**src/rtl/fifo_lanes4.sv**
```systemverilog
// rtl/fifo_lanes4.sv - four independent circular-buffer lanes with status flags and aggregate pause
// Optional overflow/underflow latching is enabled with FIFO_ERR_DETECT_EN.
module fifo_lanes4 #(
    parameter int DATA_W = 8,
    parameter int DEPTH  = 4,
    parameter int AF_TH  = 3,
    parameter int AE_TH  = 1
) (
    input  logic              clk_1,
    input  logic              reset_L,
    input  logic [DATA_W-1:0] dataIn0,
    input  logic [DATA_W-1:0] dataIn1,
    input  logic [DATA_W-1:0] dataIn2,
    input  logic [DATA_W-1:0] dataIn3,
    input  logic              push0,
    input  logic              push1,
    input  logic              push2,
    input  logic              push3,
    input  logic              pop0,
    input  logic              pop1,
    input  logic              pop2,
    input  logic              pop3,
    output logic [DATA_W-1:0] dataOut0,
    output logic [DATA_W-1:0] dataOut1,
    output logic [DATA_W-1:0] dataOut2,
    output logic [DATA_W-1:0] dataOut3,
    output logic              validOut0,
    output logic              validOut1,
    output logic              validOut2,
    output logic              validOut3,
    output logic [3:0]        full,
    output logic [3:0]        empty,
    output logic [3:0]        almost_full,
    output logic [3:0]        almost_empty,
    output logic              pause,
    output logic [3:0]        err
);
    localparam int PW = $clog2(DEPTH);
    localparam int CW = PW + 1;
    localparam logic [CW-1:0] CNT_FULL = CW'(DEPTH);
    localparam logic [CW-1:0] CNT_AF   = CW'(AF_TH);
    localparam logic [CW-1:0] CNT_AE   = CW'(AE_TH);

    logic [DATA_W-1:0] din [4];
    logic [3:0]        push;
    logic [3:0]        pop;

    logic [DATA_W-1:0] mem_q  [4][DEPTH];
    logic [DATA_W-1:0] mem_d  [4][DEPTH];
    logic [PW-1:0]     wr_q   [4];
    logic [PW-1:0]     wr_d   [4];
    logic [PW-1:0]     rd_q   [4];
    logic [PW-1:0]     rd_d   [4];
    logic [CW-1:0]     cnt_q  [4];
    logic [CW-1:0]     cnt_d  [4];
    logic [DATA_W-1:0] dout_q [4];
    logic [DATA_W-1:0] dout_d [4];
    logic [3:0]        valid_q;
    logic [3:0]        valid_d;
    logic [3:0]        push_ok;
    logic [3:0]        pop_ok;

    always_comb begin
        din[0] = dataIn0;
        din[1] = dataIn1;
        din[2] = dataIn2;
        din[3] = dataIn3;
    end

    assign push = {push3, push2, push1, push0};
    assign pop  = {pop3, pop2, pop1, pop0};

    always_comb begin
        mem_d   = mem_q;
        wr_d    = wr_q;
        rd_d    = rd_q;
        cnt_d   = cnt_q;
        dout_d  = dout_q;
        valid_d = '0;
        push_ok = '0;
        pop_ok  = '0;
        for (int i = 0; i < 4; i++) begin
            pop_ok[i]  = pop[i] && (cnt_q[i] != '0);
            // A full lane still takes a push when the same-cycle pop frees a slot.
            push_ok[i] = push[i] && ((cnt_q[i] != CNT_FULL) || pop_ok[i]);
            if (pop_ok[i]) begin
                dout_d[i]  = mem_q[i][rd_q[i]];
                rd_d[i]    = rd_q[i] + PW'(1);
                valid_d[i] = 1'b1;
            end
            if (push_ok[i]) begin
                mem_d[i][wr_q[i]] = din[i];
                wr_d[i]           = wr_q[i] + PW'(1);
            end
            cnt_d[i] = cnt_q[i] + CW'(push_ok[i]) - CW'(pop_ok[i]);
        end
    end

    always_ff @(posedge clk_1 or negedge reset_L) begin
        if (!reset_L) begin
            for (int i = 0; i < 4; i++) begin
                for (int j = 0; j < DEPTH; j++) begin
                    mem_q[i][j] <= '0;
                end
                wr_q[i]   <= '0;
                rd_q[i]   <= '0;
                cnt_q[i]  <= '0;
                dout_q[i] <= '0;
            end
            valid_q <= '0;
        end else begin
            mem_q   <= mem_d;
            wr_q    <= wr_d;
            rd_q    <= rd_d;
            cnt_q   <= cnt_d;
            dout_q  <= dout_d;
            valid_q <= valid_d;
        end
    end

    always_comb begin
        full         = '0;
        empty        = '0;
        almost_full  = '0;
        almost_empty = '0;
        for (int i = 0; i < 4; i++) begin
            full[i]         = (cnt_q[i] == CNT_FULL);
            empty[i]        = (cnt_q[i] == '0);
            almost_full[i]  = (cnt_q[i] >= CNT_AF);
            almost_empty[i] = (cnt_q[i] <= CNT_AE);
        end
    end

    assign pause     = |almost_full;
    assign dataOut0  = dout_q[0];
    assign dataOut1  = dout_q[1];
    assign dataOut2  = dout_q[2];
    assign dataOut3  = dout_q[3];
    assign validOut0 = valid_q[0];
    assign validOut1 = valid_q[1];
    assign validOut2 = valid_q[2];
    assign validOut3 = valid_q[3];

`ifdef FIFO_ERR_DETECT_EN
    logic [3:0] err_q;
    logic [3:0] err_d;

    // Sticky until reset: dropped pushes and ignored pops.
    always_comb begin
        err_d = err_q | (push & ~push_ok) | (pop & ~pop_ok);
    end

    always_ff @(posedge clk_1 or negedge reset_L) begin
        if (!reset_L) begin
            err_q <= '0;
        end else begin
            err_q <= err_d;
        end
    end

    assign err = err_q;
`else
    assign err = 4'b0000;
`endif

endmodule

```
**config.mk**
```make
export PLATFORM = sky130hd
export DESIGN_NAME = fifo_lanes4
export DESIGN_NICKNAME = d
export VERILOG_FILES = /design/src/rtl/fifo_lanes4.sv
export SDC_FILE = /design/constraint.sdc
export NUM_CORES = 1
export LEC_CHECK = 0
export ABC_AREA = 1
export CORE_MARGIN = 3
export CORE_UTILIZATION = 40
export DETAILED_ROUTE_END_ITERATION = 8
export PLACE_DENSITY_LB_ADDON = 0.05
export SETUP_SLACK_MARGIN = 0.5
export SLEW_MARGIN = 20
export SYNTH_ARGS = -nofsm -noshare
export SYNTH_HDL_FRONTEND = slang
export SYNTH_SLANG_ARGS = --single-unit
```
**constraint.sdc**
```tcl
create_clock -name clk_1 -period 1.83 [get_ports clk_1]
set_input_delay 0.2745 -clock clk_1 [delete_from_list [all_inputs] [get_ports clk_1]]
set_output_delay 0.2745 -clock clk_1 [all_outputs]
set_load 0.02 [all_outputs]
```
# Word level (Yosys, flattened, before mapping)
# Index checks and enable logic that the tools add are counted.
dict set report word_totals {
  wordCells 138
  input_bits 42
  regBits 192
  out_inout_bits 57
}
dict set report classes {
  addsub 16
  n_reduce_logical 25
  n_eq_ne 8
  n_mux 28
  n_bitwise 8
  n_lt_le_gt_ge 20
}
# cell count
set op_table {}
lappend op_table {{$bwmux W32} 4}
lappend op_table {{$mux W8} 12}
lappend op_table {{$bmux W8 S2} 4}
lappend op_table {{$demux W8 S2} 4}
lappend op_table {{$ge A3 B3 Y1 const B} 8}
lappend op_table {{$not A2 Y3} 8}
lappend op_table {{$add A2 B1 Y2 const B} 8}
lappend op_table {{$add A3 B1 Y3} 4}
lappend op_table {{$eq A3 B3 Y1 const B} 4}
lappend op_table {{$ge A3 B2 Y1 const B} 4}
lappend op_table {{$le A3 B1 Y1 const B} 4}
lappend op_table {{$logic_and A1 B1 Y1} 12}
lappend op_table {{$logic_not A3 Y1} 4}
lappend op_table {{$lt A3 B1 Y1 const B} 4}
lappend op_table {{$ne A3 B3 Y1 const B} 4}
lappend op_table {{$reduce_bool A3 Y1} 4}
lappend op_table {{$sub A3 B1 Y3} 4}
lappend op_table {{$logic_or A1 B1 Y1} 4}
lappend op_table {{$mux W1} 4}
lappend op_table {{$reduce_or A4 Y1} 1}

# Depth between registers and ports, before layout
# Gate-level depths: netlist of run 1.
dict set report depth {
  word_depth 6
  ltp_mapped 10
  ltp_nobuf 9
}

# Worst setup path before layout of run 1
# No wires, ideal clock.
dict set report synth_path {
  path_kind {register -> register}
  startpoint {register cnt_q[10] (netlist bit)}
  endpoint {register cnt_q[11] (netlist bit)}
  path_stages_with_launch 10
  arrival_time_ns 1.773
  path_buffers 0
  t_required_ns 1.708
  setup_ns 0.122
  slack_ns -0.065
  synth_period_minus_slack_ns 1.895
  cell_sequence {dfrtp_1 inv_1 nand2_1 o21ai_2 nand3_1 nand2_1 ha_1 inv_1 fa_1 xor2_1}
}
# element line_no
set synth_lines {}
lappend synth_lines {{start: declaration} 54} ;# logic [CW-1:0] cnt_q [4];
lappend synth_lines {{start signal: assignment} 115} ;# cnt_q <= cnt_d;

# Final worst setup path of run 1
dict set report layout_path {
  startpoint {register cnt_q[10] (netlist bit)}
  endpoint {output port pause}
}
dict set report layout_via {
  elab_chain_cells 2
}
# element line_no
set layout_rtl {}
lappend layout_rtl {{$ge A3 B2 Y1} 129} ;# almost_full[i] = (cnt_q[i] >= CNT_AF);
lappend layout_rtl {{$reduce_or A4 Y1} 134} ;# assign pause = |almost_full;
lappend layout_rtl {{end: declaration} 35} ;# output logic pause,
# Every way passes these cells.

==> results of run 1 <==
==> worst max-delay path by stage <==
stage / from / endpoint / slack, ns / cells after the start
after floorplan: cnt_q[1] / cnt_q[1] / 0.04 / 9
after detailed placement: pop3 / cnt_q[1] / -0.24 / 9
final: cnt_q[10] / pause / 0.009 / 6
after global placement: pop3 / cnt_q[1] / -0.22 / 9
after global routing: cnt_q[8] / pause / -0.09 / 7
after CTS: cnt_q[1] / pause / -0.02 / 6
==> cell type report <==
| class | count | area, um2 | area share |
|---|---|---|---|
| multi-input cells | 883 | 5260 | 0.3668 |
| flip-flops and latches | 192 | 4820 | 0.3361 |
| repair buffers | 232 | 2639 | 0.1840 |
| inverters | 166 | 665.6 | 0.04642 |
| clock buffers | 18 | 429.2 | 0.02993 |
| well taps | 324 | 405.4 | 0.02827 |
| clock inverters | 14 | 121.4 | 0.008463 |
==> stage by stage <==
stage / cells / worst slack (ns) / utilization
finish: 1829 / 0.008544 / 0.5828
global route: 1829 / -0.08848 / 0.5828
CTS: 1809 / -0.02129 / 0.5422
detailed placement: 1742 / -0.2399 / 0.4782
global placement: 1742 / -0.2175 / 0.4782
floorplan: 1317 / 0.03522 / -
==> registers in the layout, summed over array words and instances (netlist names) <==
register and flops:
dataOut2 8, rd_q 8, mem_q 128, dataOut3 8, dataOut1 8, cnt_q 12, dataOut0 8, wr_q 8
valid_q 4
==> per-layer routing <==
| metal | share of wire | wire length (um) | vias to the layer above | track usage |
|---|---|---|---|---|
| met2 | 0.48 | 13930 | 204 | 0.3435 |
| li1 | - | - | 4532 | - |
| met1 | 0.46 | 13320 | 4421 | 0.2993 |
| met3 | 0.040 | 1152 | 42 | 0.03018 |
| met5 | 0 | 0 | - | 0 |
| met4 | 0.019 | 540 | 0 | 0.07015 |
==> cells in the mapped netlist, drive strengths merged <==
cell | instances | area, um2
nor3 | 4 | 20.02
xnor2 | 2 | 17.52
nor2 | 10 | 52.55
ha | 32 | 400.4
dfrtp | 192 | 4805
fa | 4 | 80.08
buf | 64 | 439.2
clkinv | 4 | 15.01
conb | 1 | 3.750
nand4 | 128 | 800.8
clkbuf | 12 | 45.04
nand2 | 577 | 2166
inv | 162 | 608.1
a21oi | 4 | 23.77
o21ai | 12 | 75.07
xor2 | 6 | 52.55
nand3 | 100 | 540.5
==> repair_timing <==
item	4_1_cts	5_1_grt
buffers inserted	18	15
resized for setup	397	220
hold buffers	1	0
pin swaps	86	97
endpoints found under the setup margin	229	200
hold endpoints to repair	40	0
cloned	16	5
==> logic make-up after synthesis <==
kind of cell,count (synthesis),share of synthesized area
adders and majority gates,36,0.04736
DFF,192,0.4736
other,1,0.0003697
xor gates and xnor gates,8,0.006907
and+or+nand+nor,819,0.3529
AOI/OAI and AO/OA,16,0.009743
buffers and inverters,242,0.1092
==> where the power goes <==
part | internal (uW) | switching (uW) | total, uW | leakage (uW)
registers | 6240 | 1540 | 7780 | 0.00238
logic | 5810 | 7420 | 13200 | 0.00482
clock network | 1790 | 1830 | 3620 | 0.000272
==> impl_metrics.csv, run 1 <==
group,metric,value,unit
hold_path,hp-class,"in -> async",
worst_setup_path,path_cells,"buf_6, o21ai_2, nand2_2, nor2_2, nand2_2, buf_6",
clock_tree,insertion_delay,0.45,ns
worst_setup_path,reg2regPathDepth,10,
worst_setup_path,timing.rr.end,"cnt_q[10]",
clock_tree,numCtsBuffers,17,
worst_setup_path,cp-end-kind,"primary output",
worst_setup_path,worstPathArrival,1.55,ns
cells_and_area,area_growth,41.35,%
power,pwr_density_cell,1718,mW/mm2
timing,setup_viol,0,
cells_and_area,mostFrequentLayoutCells,"nand2_1 (452), dfrtp_1 (180), inv_1 (148)",
timing,post-route-period-util,0.9953,
cells_and_area,nets,1570,
cells_and_area,final_common_cell,"nand2_1",
timing,report.final.slew_viol_count,0,
timing,setup_tns,0,ns
worst_setup_path,cp_top_family,"flip-flops",
synthesis,syn_area,0.01014,mm2
worst_setup_path,critPathSlowestCell,"dfrtp_2",
cells_and_area,drive_gt1_frac,0.3003,
worst_setup_path,critPathLaunchType,"register",
placed_design,dp_hpwl,18000,um
worst_setup_path,cp.buffers_inverters,2,
clock_tree,clk_pin_slew,0.08,ns
timing,holdWs,0.3436,ns
synthesis,syn-instance-count,1314,
cells_and_area,nFillCells,2233,
routing,drt_iter0_drc,599,
timing,max_freq,0.5490,GHz
power,leakage,0.007471,uW
global_routing,grt_usage,0.2141,
global_routing,grt_overflow,0,
routing,ant_nets,0,
global_routing,antenna_found_initial,0,
global_routing,grt_pass1_wl,46340,um
routing,wl_per_cell,15.83,um
die,die_y,165.3,um
synthesis,yosys_warnings,0,
routing,vias,9199,
worst_setup_path,r2r_start,"cnt_q[10]",
worst_setup_path,path_class,"reg -> out",
flow_run,drv_cap,0,
worst_setup_path,crit_required,1.56,ns
synthesis,synth_area_per_cell,7.720,um2
run_status,status,"finished, final reports clean",
placed_design,numPortBuffers,94,
die,io_pins,99,
worst_setup_path,rrSetupSlack,0.009,ns
cells_and_area,stdcell_area,0.01434,mm2
timing,rsz0062_at_grt,"yes",
clock_tree,tritoncts,"yes",
placed_design,placed_cell_area,0.01177,mm2
placed_design,gp_congestion,0.7886,
synthesis,yosysSeqAreaShare,0.4736,
clock_tree,max-clock-path-buffers,2,
routing,routed_wirelength,28950,um
die,die-area,0.02731,mm2
global_routing,grt_max_degree,48,
die,die_x,165.3,um
die,initial_core_util,0.4123,
clock_tree,cts_root_buf,"clkbuf_16",
worst_setup_path,cp_slowest_stage_delay,0.43,ns
global_routing,grt_pass1_vias,8861,
routing,avgViaCountPerCell,5.030,
routing,first_pass_iters,5,
clock_tree,h-tree-depth,4,
die,fp-row-count,57,
timing,fin_skew,0.01433,ns
worst_setup_path,critPathMaxFanout,4,
timing,fin_crit,1.821,ns
timing,worstMarginPinSlew,0.5001,ns
power,power,24640,uW
routing,drcViolationCount,0,
die,coreArea,0.02460,mm2
clock_tree,cts_sinks,192,
cells_and_area,num_antenna_cells,0,
power,vdd_drop_max,0.0007724,V
synthesis,yosysUniqueCellTypes,26,
timing,slew_headroom,0.6666,
timing,finalHoldViolCount,0,
synthesis,yosys_register_bits,192,
Power figures use the tool's default switching activity.
==> run 2: changes to the inputs <==
- SLEW_MARGIN: 20 -> 10
==> results of run 2 <==
Final layout, timing and power as in run 1 (identical DEF).
==> run 3: changes to the inputs <==
- REMOVE_ABC_BUFFERS: unset -> 1
==> impl_metrics.csv, run 3 (synthesis results as in run 1) <==
group,metric,value,unit
power,p_comb_frac,0.535,
power,vdd_drop_max,0.0009748,V
clock_tree,clk_pin_slew,0.07,ns
routing,routed_wirelength,28460,um
clock_tree,max-clock-path-buffers,2,
timing,rsz0062_at_grt,"yes",
global_routing,busiest_layer,"met2",
die,die_x,165.3,um
global_routing,antenna_found_initial,0,
cells_and_area,top_register,"mem_q",
timing,report.final.slew_viol_count,0,
worst_setup_path,path_cells,"inv_2, ha_2, o21ai_1, nand2_1, buf_6, nor2_4, nand2_2, buf_6",
die,coreArea,0.02460,mm2
routing,drt_iter0_drc,513,
cells_and_area,reg_top3,"mem_q x128, cnt_q x12",
cells_and_area,mostFrequentLayoutCells,"nand2_1 (464), dfrtp_1 (188), inv_1 (148)",
clock_tree,tritoncts,"yes",
placed_design,numPortBuffers,94,
timing,finalHoldViolCount,0,
global_routing,grtUsageMet2,0.3328,
power,pwr_density_cell,1730,mW/mm2
power,swShare,0.4345,
die,initial_core_util,0.4123,
worst_setup_path,crit_required,1.56,ns
worst_setup_path,path_class,"reg -> out",
worst_setup_path,critPathMaxFanout,3,
placed_design,placedCellCount,1751,
cells_and_area,drive_gt1_frac,0.2923,
clock_tree,numCtsBuffers,17,
clock_tree,insertion_delay,0.44,ns
routing,drcViolationCount,0,
die,fp-row-count,57,
placed_design,gp_congestion,0.7965,
worst_setup_path,critPathLaunchType,"register",
global_routing,grt_max_degree,55,
die,die-area,0.02731,mm2
timing,max_freq,0.5279,GHz
cells_and_area,nFillCells,2323,
cells_and_area,largest_reg_flops,128,
die,io_pins,99,
cells_and_area,final_common_cell,"nand2_1",
timing,fin_crit,1.894,ns
power,leakage,0.007505,uW
power,p_seq_frac,0.313,
cells_and_area,layout.cells.non_filler,1853,
cells_and_area,num_antenna_cells,0,
placed_design,dp_hpwl,17440,um
flow_run,drv_cap,0,
power,internal_power,13830,uW
worst_setup_path,cp.buffers_inverters,3,
routing,first_pass_iters,6,
power,p_clk_frac,0.152,
timing,post-route-period-util,1.035,
worst_setup_path,critPathSlowestCell,"dfrtp_1",
timing,holdWs,0.3562,ns
global_routing,grt_overflow,0,
worst_setup_path,critical_path_cell_count,8,
clock_tree,cts_root_buf,"clkbuf_16",
global_routing,gr-usage-met1,0.2815,
run_status,violations,"negative setup slack",
global_routing,use_met3,0.03617,
routing,avgViaCountPerCell,4.894,
worst_setup_path,cp_slowest_stage_delay,0.36,ns
cells_and_area,area_growth,39.43,%
cells_and_area,nets,1594,
worst_setup_path,reg2regPathDepth,10,
timing,fin_skew,0.01251,ns
worst_setup_path,cp-end-kind,"primary output",
global_routing,grt_pass1_wl,44190,um
global_routing,grt_pass1_vias,8620,
clock_tree,h-tree-depth,4,
routing,ant_nets,0,
worst_setup_path,cp_top_family,"flip-flops",
global_routing,grt_usage,0.2027,
clock_tree,cts_sinks,192,
die,die_y,165.3,um
routing,vias,9069,
timing,setup_viol,6,
hold_path,hp-class,"in -> async",
run_status,status,"complete, but fails checks",
worst_setup_path,worstPathArrival,1.62,ns
power,switchingPower,10630,uW
worst_setup_path,crit_top_cell,"buf_6",
routing,wl_per_cell,15.36,um
timing,setup_slack,-0.06435,ns
## run 3: cell count changes in the layout (fill, tap and decap cells not counted), moves of 5 or more
cell,delta
buf_12,-7
buf_16,-14
buf_4,+23
buf_6,+15
dfrtp_1,+8
dfrtp_2,-8
nand2_1,+12
nand2_2,-6
nand2_4,-5
nand3_4,-5
## run 3: worst register-to-register path, delay by kind of cell (launching register included)
kind	cells	cell delay (ns)
adders and majority gates	2	0.65
DFF	1	0.37
buffers and inverters	4	0.32
and+or+nand+nor	3	0.26
AOI/OAI and AO/OA	1	0.18
## run 3: metal layers
metal / share of wire / up-vias
li1: - / 4549
met5: 0 / -
met3: 0.048 / 24
met1: 0.46 / 4279
met4: 0.010 / 0
met2: 0.48 / 217
## run 3: power groups by stage
stage	sequential [uW]	clock, uW	combinational (uW)
after floorplan	7870	0	5680
after global placement	7450	0	10300
after detailed placement	7480	0	10400
after CTS	7500	3760	11600
after global routing	7950	3940	14600
final	7670	3710	13100
## run 3: final cells by class
cell class,count,area [um2],area share
inverters,166,654.4,0.04626
clock buffers,17,425.4,0.03008
flip-flops and latches,192,4810,0.3400
multi-input cells,883,5079,0.3590
repair buffers,256,2625,0.1856
well taps,324,405.4,0.02866
clock inverters,15,146.4,0.01035
## run 3: per-stage QoR
step	setup TNS, ns	setup slack (ns)	power [uW]	util	cell area, um2
floorplan	-1.654	-0.2614	13540	-	9672
global placement	-0.6872	-0.1534	17710	0.4775	11750
detailed placement	-0.8450	-0.1513	17840	0.4775	11750
CTS	-0.1341	-0.08632	22850	0.5314	13070
global route	-0.9665	-0.1470	26470	0.5749	14140
finish	-0.1748	-0.06435	24470	0.5749	14140
## run 3: repair_timing
| action | in CTS | in global routing |
|---|---|---|
| hold buffers | 1 | 0 |
| hold endpoints to repair | 43 | 0 |
| buffers inserted | 32 | 22 |
| endpoints found under the setup margin | 203 | 199 |
| gates cloned | 3 | 12 |
| resized for setup | 412 | 179 |
| pin swaps | 51 | 70 |
## run 3: path summary, 6_finish.rpt
| path | end | slack [ns] | start |
|---|---|---|---|
| worst max-delay path | pause | -0.06 | cnt_q[2] |
| worst min-delay path | dataOut3[5] | 0.36 | reset_L |
| worst max register to register | cnt_q[10] | -0.05 | cnt_q[10] |
| worst min register to register | mem_q[17] | 0.47 | mem_q[17] |
| max in group asynchronous | rd_q[2] | 0.80 | reset_L |
| min in group clk_1 | mem_q[17] | 0.47 | mem_q[17] |
